[src/rtl/spi_master.sv]
// spi_master: mode-0 SPI master, MSB first, SCLK generated as a clock-enable divide of clk_i
// Ports: clk_i/rst_ni system clock and async active-low reset; tx_data_i/tx_valid_i/tx_ready_o
// word-in handshake; rx_data_o/rx_valid_o received word with one-cycle strobe; busy_o transfer
// in flight; sclk_o/mosi_o/miso_i/cs_n_o SPI pins.
module spi_master #(
  parameter int DATA_W  = 8,
  parameter int CLK_DIV = 8
) (
  input  logic              clk_i,
  input  logic              rst_ni,
  input  logic [DATA_W-1:0] tx_data_i,
  input  logic              tx_valid_i,
  output logic              tx_ready_o,
  output logic [DATA_W-1:0] rx_data_o,
  output logic              rx_valid_o,
  output logic              busy_o,
  output logic              sclk_o,
  output logic              mosi_o,
  input  logic              miso_i,
  output logic              cs_n_o
);
  localparam int H  = CLK_DIV / 2;
  localparam int CW = $clog2(H) + 1;
  localparam int BW = $clog2(DATA_W) + 1;
  if (CLK_DIV < 2 || CLK_DIV % 2 != 0 || DATA_W < 1 || DATA_W > 32) begin : g_bad_param
    $error("spi_master: DATA_W must be 1..32 and CLK_DIV even and >= 2");
  end
  typedef enum logic [2:0] {IDLE, LEAD, SHIFT, TRAIL, GAP} state_e;
  state_e            state_q, state_d;
  logic [CW-1:0]     cnt_q, cnt_d;
  logic [BW-1:0]     bits_q, bits_d;
  logic [DATA_W-1:0] tx_q, tx_d, rx_q, rx_d, rx_data_q, rx_data_d;
  logic              sclk_q, sclk_d, mosi_q, mosi_d, cs_n_q, cs_n_d, rx_valid_q, rx_valid_d;
  logic              tick, accept;
  assign tick = cnt_q == CW'(H - 1);
  // The last GAP cycle already reports ready, so a held tx_valid restarts exactly H cycles after cs_n rises
  assign tx_ready_o = state_q == IDLE || (state_q == GAP && tick);
  assign busy_o     = !tx_ready_o;
  assign accept     = tx_valid_i && tx_ready_o;
  always_comb begin
    state_d    = state_q;
    bits_d     = bits_q;
    tx_d       = tx_q;
    rx_d       = rx_q;
    rx_data_d  = rx_data_q;
    sclk_d     = sclk_q;
    mosi_d     = mosi_q;
    cs_n_d     = cs_n_q;
    rx_valid_d = 1'b0;
    if (accept) begin
      state_d = LEAD;
      bits_d  = '0;
      tx_d    = tx_data_i;
      cs_n_d  = 1'b0;
      mosi_d  = tx_data_i[DATA_W-1];
    end else if (tick) begin
      case (state_q)
        LEAD: begin
          state_d = SHIFT;
          sclk_d  = 1'b1;
          rx_d    = (rx_q << 1) | DATA_W'(miso_i);
        end
        SHIFT: begin
          sclk_d = !sclk_q;
          if (!sclk_q) rx_d = (rx_q << 1) | DATA_W'(miso_i);
          else if (bits_q == BW'(DATA_W - 1)) state_d = TRAIL;
          else begin
            bits_d = bits_q + 1'b1;
            tx_d   = tx_q << 1;
            mosi_d = tx_d[DATA_W-1];
          end
        end
        TRAIL: begin
          state_d    = GAP;
          cs_n_d     = 1'b1;
          mosi_d     = 1'b0;
          rx_data_d  = rx_q;
          rx_valid_d = 1'b1;
        end
        GAP:     state_d = IDLE;
        default: state_d = IDLE;
      endcase
    end
    cnt_d = (state_d != state_q || state_q == IDLE || tick) ? '0 : cnt_q + 1'b1;
  end
  always_ff @(posedge clk_i or negedge rst_ni) begin
    if (!rst_ni) begin
      state_q    <= IDLE;
      cnt_q      <= '0;
      bits_q     <= '0;
      tx_q       <= '0;
      rx_q       <= '0;
      rx_data_q  <= '0;
      sclk_q     <= 1'b0;
      mosi_q     <= 1'b0;
      cs_n_q     <= 1'b1;
      rx_valid_q <= 1'b0;
    end else begin
      state_q    <= state_d;
      cnt_q      <= cnt_d;
      bits_q     <= bits_d;
      tx_q       <= tx_d;
      rx_q       <= rx_d;
      rx_data_q  <= rx_data_d;
      sclk_q     <= sclk_d;
      mosi_q     <= mosi_d;
      cs_n_q     <= cs_n_d;
      rx_valid_q <= rx_valid_d;
    end
  end
  assign rx_data_o  = rx_data_q;
  assign rx_valid_o = rx_valid_q;
  assign sclk_o     = sclk_q;
  assign mosi_o     = mosi_q;
  assign cs_n_o     = cs_n_q;
endmodule

[config.mk]
export PLATFORM = sky130hd
export DESIGN_NAME = spi_master
export DESIGN_NICKNAME = d
export VERILOG_FILES = /design/src/rtl/spi_master.sv
export SDC_FILE = /design/constraint.sdc
export NUM_CORES = 1
export LEC_CHECK = 0
export BUFFER_PORTS_ARGS = -buffer_cell sky130_fd_sc_hd__buf_2
export CORE_ASPECT_RATIO = 1.25
export CORE_MARGIN = 4
export CORE_UTILIZATION = 50
export DETAILED_ROUTE_END_ITERATION = 10
export PLACE_DENSITY = 0.72
export SLEW_MARGIN = 20
export SYNTH_ARGS = -nofsm -noshare
export SYNTH_HDL_FRONTEND = slang
export SYNTH_SLANG_ARGS = --single-unit
export TNS_END_PERCENT = 100
[constraint.sdc]
create_clock -name clk_i -period 2.26 [get_ports clk_i]
set_clock_uncertainty 0.15 [all_clocks]
set_input_delay 0.226 -clock clk_i [delete_from_list [all_inputs] [get_ports clk_i]]
set_output_delay 0.226 -clock clk_i [all_outputs]
set_load 0.05 [all_outputs]
==> results of run 1 <==
-- routing by layer --
metal,wire length (um),track usage (%),vias up
met5,0,0,-
met4,44,8.31,0
met3,158,5.59,4
met2,1520,26.5,26
met1,1290,19.5,579
li1,-,-,582
-- critical path, delay by kind of cell, from the launching register on --
| family | cells | cell delay [ns] |
|---|---|---|
| compound gates | 1 | 0.08 |
| flops | 1 | 0.40 |
| buf+inv | 3 | 0.47 |
| fa+ha+maj | 2 | 0.45 |
-- cell families after synthesis --
kind of cell	Yosys count	share of synthesized area [%]
and+or+nand+nor	51	15.7
xor gates and xnor gates	1	0.541
buffers and inverters	12	3.56
adders and majority gates	3	2.32
muxes	16	11.1
DFF	37	57.3
AOI/OAI and AO/OA	24	9.51
-- power groups by stage --
stage          Clock, mW  Combinational, mW  Sequential (mW)
6_report           0.371              0.999             1.10
2_1_floorplan          0              0.607             1.28
3_5_place_dp           0              0.997             1.11
4_1_cts            0.391               1.02             1.10
5_1_grt            0.424               1.10             1.14
3_3_place_gp           0              0.964             1.10
-- sequential cells by signal, indices dropped and copies added (netlist names) --
signal	count
state_q	3
rx_q	8
bits_q	4
cs_n_o	1
sclk_o	1
tx_q	7
rx_data_o	8
mosi_o	1
rx_valid_o	1
cnt_q	3
-- cell type report --
class | instances | area, um^2
Clock buffer | 6 | 51.3
Clock inverter | 2 | 13.8
Fill cell | 249 | 1100
Inverter | 7 | 26.3
Multi-Input combinational cell | 95 | 638
Sequential cell | 37 | 927
Tap cell | 36 | 45.0
Timing Repair Buffer | 35 | 223
-- worst min path at each step --
| stage | start | endpoint | slack, ns | depth (start not counted) |
|---|---|---|---|---|
| after global placement | rst_ni | cnt_q[1] | 0.20 | 1 |
| after CTS | tx_data_i[6] | tx_q[6] | 0.008 | 3 |
| after detailed placement | rst_ni | cnt_q[2] | 0.22 | 1 |
| after global routing | tx_data_i[6] | tx_q[6] | 0.03 | 3 |
| after floorplan | rst_ni | bits_q[0] | -0.22 | 0 |
| final | tx_data_i[6] | tx_q[6] | 0.03 | 3 |
-- synth_stat cells (all sizes together) (3+ instances only) --
cell,instances,area (um^2)
nor2,10,37.5
nand3,12,60.1
buf,5,31.3
a22oi,5,37.5
o21ai,7,38.8
a21oi,7,42.5
dfrtp,36,901
mux2,16,180
inv,7,26.3
nand2,18,70.1
ha,3,37.5
-- layout by cell type, fill, tap and decap left out, types with 2 or more instances in the layout --
cell | netlist | final
nand3_1 | 12 | 12
a22oi_1 | 5 | 5
o22ai_1 | 2 | 2
nand2_1 | 17 | 17
ha_1 | 3 | 3
nor3_1 | 2 | 2
dfrtp_1 | 36 | 36
o21ai_0 | 6 | 6
buf_2 | 4 | 25
clkbuf_4 | 0 | 5
a21oi_2 | 2 | 3
mux2_2 | 16 | 16
a21oi_1 | 5 | 4
nor2_1 | 10 | 10
dlygate4sd3_1 | 0 | 9
inv_1 | 7 | 7
-- through the flow --
| step | power [mW] | utilization (%) |
|---|---|---|
| 6_report | 2.47 | 63.6 |
| 5_1_grt | 2.66 | 63.6 |
| 4_1_cts | 2.51 | 63.6 |
| 3_5_place_dp | 2.11 | 58.4 |
| 3_3_place_gp | 2.07 | 58.4 |
| 2_1_floorplan | 1.89 | - |
==> flow_summary.toml, run 1 <==
[sta]
report.final.hold_viol_count = 0
rsz0062_at_grt = "false"
period_share_pct = 94.2
worst_pin_slew_ns = 0.788
whs_ns = 0.0317
period_minus_slack_ns = 2.13
slew_headroom_pct = 47.5
setup-violations-final = 0
layout_setup_ws_ns = 0.131
fin_tns_setup_ns = 0
timing.fmax_mhz = 470
slew_viol_final = 0

[job]
cap_violations = 0

[layout]
layout-drive-gt1-share_pct = 33.0
area_growth_pct = 18.9
nNetsFinal = 196
n_antenna_cell = 0
finalNonFillerCells = 218
final_area_um2 = 1920

[clocking]
cts_resized = 0
root_buffer = "clkbuf_4"
clock_sinks = 37
cts_tree = "yes"
clkTransAtPathRegs_ns = 0.11
cts_buffers = 5
clock_latency_ns = 0.34
clockBufferDepth = 2
htree_levels = 2
postCtsHoldBufs = 9
post_cts_buffers = 0

[synthesis]
yosys_register_bits = 37
synth_seq_area_share_pct = 57.3
synth_nets = 159
ys_types = 31
synth_edf_count = 0
yosysWarnings = 0
synthCells = 144
async_reset_ff_share_pct = 100
synth_area_um2 = 1620
synth_ff_type = "dfrtp_1"
avgSynthCellArea_um2 = 11.2

[global_route]
grt_pass1_vias = 1193
grt_use_total_pct = 16.6
antenna_found_initial = 0
grt_overflow = 0
grt_start_max_net_pins = 38
grt_pass1_wl_mm = 5.23

[detailed_routing]
drt_pass1_iterations = 4
num_vias = 1191
wl_mm = 3.01
drtIter0Drc = 25
post_drt_wl_per_cell_um = 13.8
antenna_left = 0
viasPerCell = 5.46
drc = 0

[placement]
gp_congestion = 0.762
dp_hpwl_mm = 2.07
dp_cells = 201
io_buffers = 25
dp_slack_ns = 0.245
post_dp_cell_area_um2 = 1770

[floorplanning]
design.die.area_um2 = 4220
start_util_pct = 53.5
ios = 26
die_h_um = 71.6
rows = 22
die_width_um = 58.9
core_um2 = 3030

[pwr]
pwr-share-comb_pct = 40.4
ir_drop_mv = 1.05
internal-power_mw = 1.45
p_clk_share_pct = 15.0
seq_power_share_pct = 44.5
switching_share_pct = 41.3
p_leak_nw = 0.970
powerDensity_nw_per_um2 = 1280
p_switching_mw = 1.02

[setup_path]
crit_start = "cnt_q[0]"
path_max_fanout = 7
regToRegSetupSlack_ns = 0.23
regToRegEndpoint = "rx_data_o[4]"
cp.arrival_ns = 1.75
startpoint_type = "flop"
worstPathCellList = "ha_1 -> ha_1 -> inv_1 -> a21oi_2 -> inv_1 -> buf_2"
crit_path_end = "busy_o"
reg2reg_depth = 6
max_stage_delay_ns = 0.40
path_class = "reg -> out"
worst_setup_path_end_kind = "output pin"
worstPathRequired_ns = 1.88
critPathSlowestCell = "dfrtp_1"
worst_r2r_startpoint = "cnt_q[0]"

[outcome]
status = "finished, final reports clean"

[min_path]
hold_path.class = "in -> reg"
Note: power is estimated with default switching activity, not from simulation.
==> inputs of run 2 (changes only) <==
CORE_UTILIZATION = 49   (was 50)
PLACE_DENSITY = 0.73   (was 0.72)
clock period = 1.75 ns   (was 2.26 ns; I/O delays follow)
==> flow_summary.toml, run 2 (synthesized netlist as in run 1, its figures left out) <==
[setup_path]
worstPathRequired_ns = 1.83
regToRegSetupSlack_ns = -0.09
worst_setup_path_end_kind = "flop"
worst_r2r_startpoint = "cnt_q[0]"
path_max_fanout = 6
reg2reg_depth = 6
crit_start = "cnt_q[0]"
regToRegEndpoint = "mosi_o"
startpoint_type = "flop"
crit_path_end = "mosi_o"
cp.arrival_ns = 1.91
path_class = "reg -> reg"

[placement]
io_buffers = 25
gp_congestion = 0.826
post_dp_cell_area_um2 = 1910
dp_hpwl_mm = 2.60

[clocking]
clock_latency_ns = 0.30
clock_sinks = 37
clkTransAtPathRegs_ns = 0.07
cts_tree = "yes"
htree_levels = 2
clockBufferDepth = 2
cts_buffers = 5
root_buffer = "clkbuf_8"

[detailed_routing]
drtIter0Drc = 44
viasPerCell = 5.54
drc = 0
antenna_left = 0
num_vias = 1314
post_drt_wl_per_cell_um = 16.4
wl_mm = 3.90
drt_pass1_iterations = 4

[min_path]
hold_path.class = "in -> reg"

[global_route]
grt_overflow = 0
grt_pass1_vias = 1397
grt_pass1_wl_mm = 6.35
grt_start_max_net_pins = 20
antenna_found_initial = 0
grt_use_total_pct = 19.9

[sta]
setup-violations-final = 27
slew_headroom_pct = 69.4
timing.fmax_mhz = 544
period_share_pct = 105
rsz0062_at_grt = "true"
worst_pin_slew_ns = 0.459
layout_setup_ws_ns = -0.0871
period_minus_slack_ns = 1.84
whs_ns = 0.0396
report.final.hold_viol_count = 0
fin_tns_setup_ns = -0.685
slew_viol_final = 0

[floorplanning]
die_h_um = 72.3
start_util_pct = 50.7
design.die.area_um2 = 4290
rows = 23
die_width_um = 59.4
ios = 26
core_um2 = 3190

[layout]
n_antenna_cell = 0
layout-drive-gt1-share_pct = 48.0
area_growth_pct = 41.9
final_area_um2 = 2300
layout_commonest_cell = "dfrtp_1"
layout_common_cells = "dfrtp_1, buf_2, buf_4"
nNetsFinal = 214

[outcome]
failed_checks = "setup timing"
status = "complete, but fails checks"

[job]
cap_violations = 0

[pwr]
powerDensity_nw_per_um2 = 1740
ir_drop_mv = 1.11
p_leak_nw = 1.18
run 2: stage by stage:
stage | utilization [%] | power, mW | cells | setup slack, ns
2_1_floorplan | - | 2.49 | 144 | -0.0161
3_3_place_gp | 59.9 | 2.85 | 214 | -0.0458
3_5_place_dp | 59.9 | 2.97 | 214 | -0.0962
4_1_cts | 69.6 | 3.93 | 235 | -0.0905
5_1_grt | 71.9 | 4.24 | 237 | -0.154
6_report | 71.9 | 3.99 | 237 | -0.0871
run 2: worst min-delay path by stage:
stage | startpoint | slack [ns] | cells past startpoint | end
2_1_floorplan | rst_ni | -0.27 | 0 | bits_q[0]
3_3_place_gp | rst_ni | -0.01 | 1 | state_q[1]
3_5_place_dp | rst_ni | -0.001 | 1 | state_q[1]
4_1_cts | tx_data_i[6] | 0.02 | 3 | tx_q[6]
5_1_grt | tx_data_i[6] | 0.07 | 3 | tx_q[6]
6_report | tx_data_i[6] | 0.04 | 3 | tx_q[6]
run 2: layout make-up:
cell class | instances | area [um^2]
flip-flops and latches | 37 | 930
fillers | 216 | 897
multi-input cells | 95 | 767
repair buffers | 53 | 413
clock buffers | 5 | 68.8
well taps | 37 | 46.3
clock inverters | 3 | 43.8
inverters | 7 | 28.8
run 2: worst max-delay path, stage by stage (launching register included):
cell     delay, ns
dfrtp_1       0.36
ha_2          0.19
ha_4          0.16
and3b_2       0.27
o21ai_2       0.07
or4_1         0.47
nand3_1       0.09
run 2: repair_timing:
action                                  CTS  global route
pin swaps                                 5             7
hold endpoints to repair                 26             0
endpoints found under the setup margin   25            32
setup buffers                             5             1
cloned                                    0             1
hold buffers                              9             0
resized for setup                        22            13
run 2: report_power, final:
part	internal (mW)	switching [mW]
clock network	0.427	0.320
logic	0.790	1.01
registers	1.20	0.250
run 2: layer usage:
layer	up-vias	wire length, um	global-route usage, %
met5	-	0	0
met4	0	114	9.57
met3	11	165	5.52
met2	33	2160	35.1
met1	661	1450	21.4
li1	609	-	-
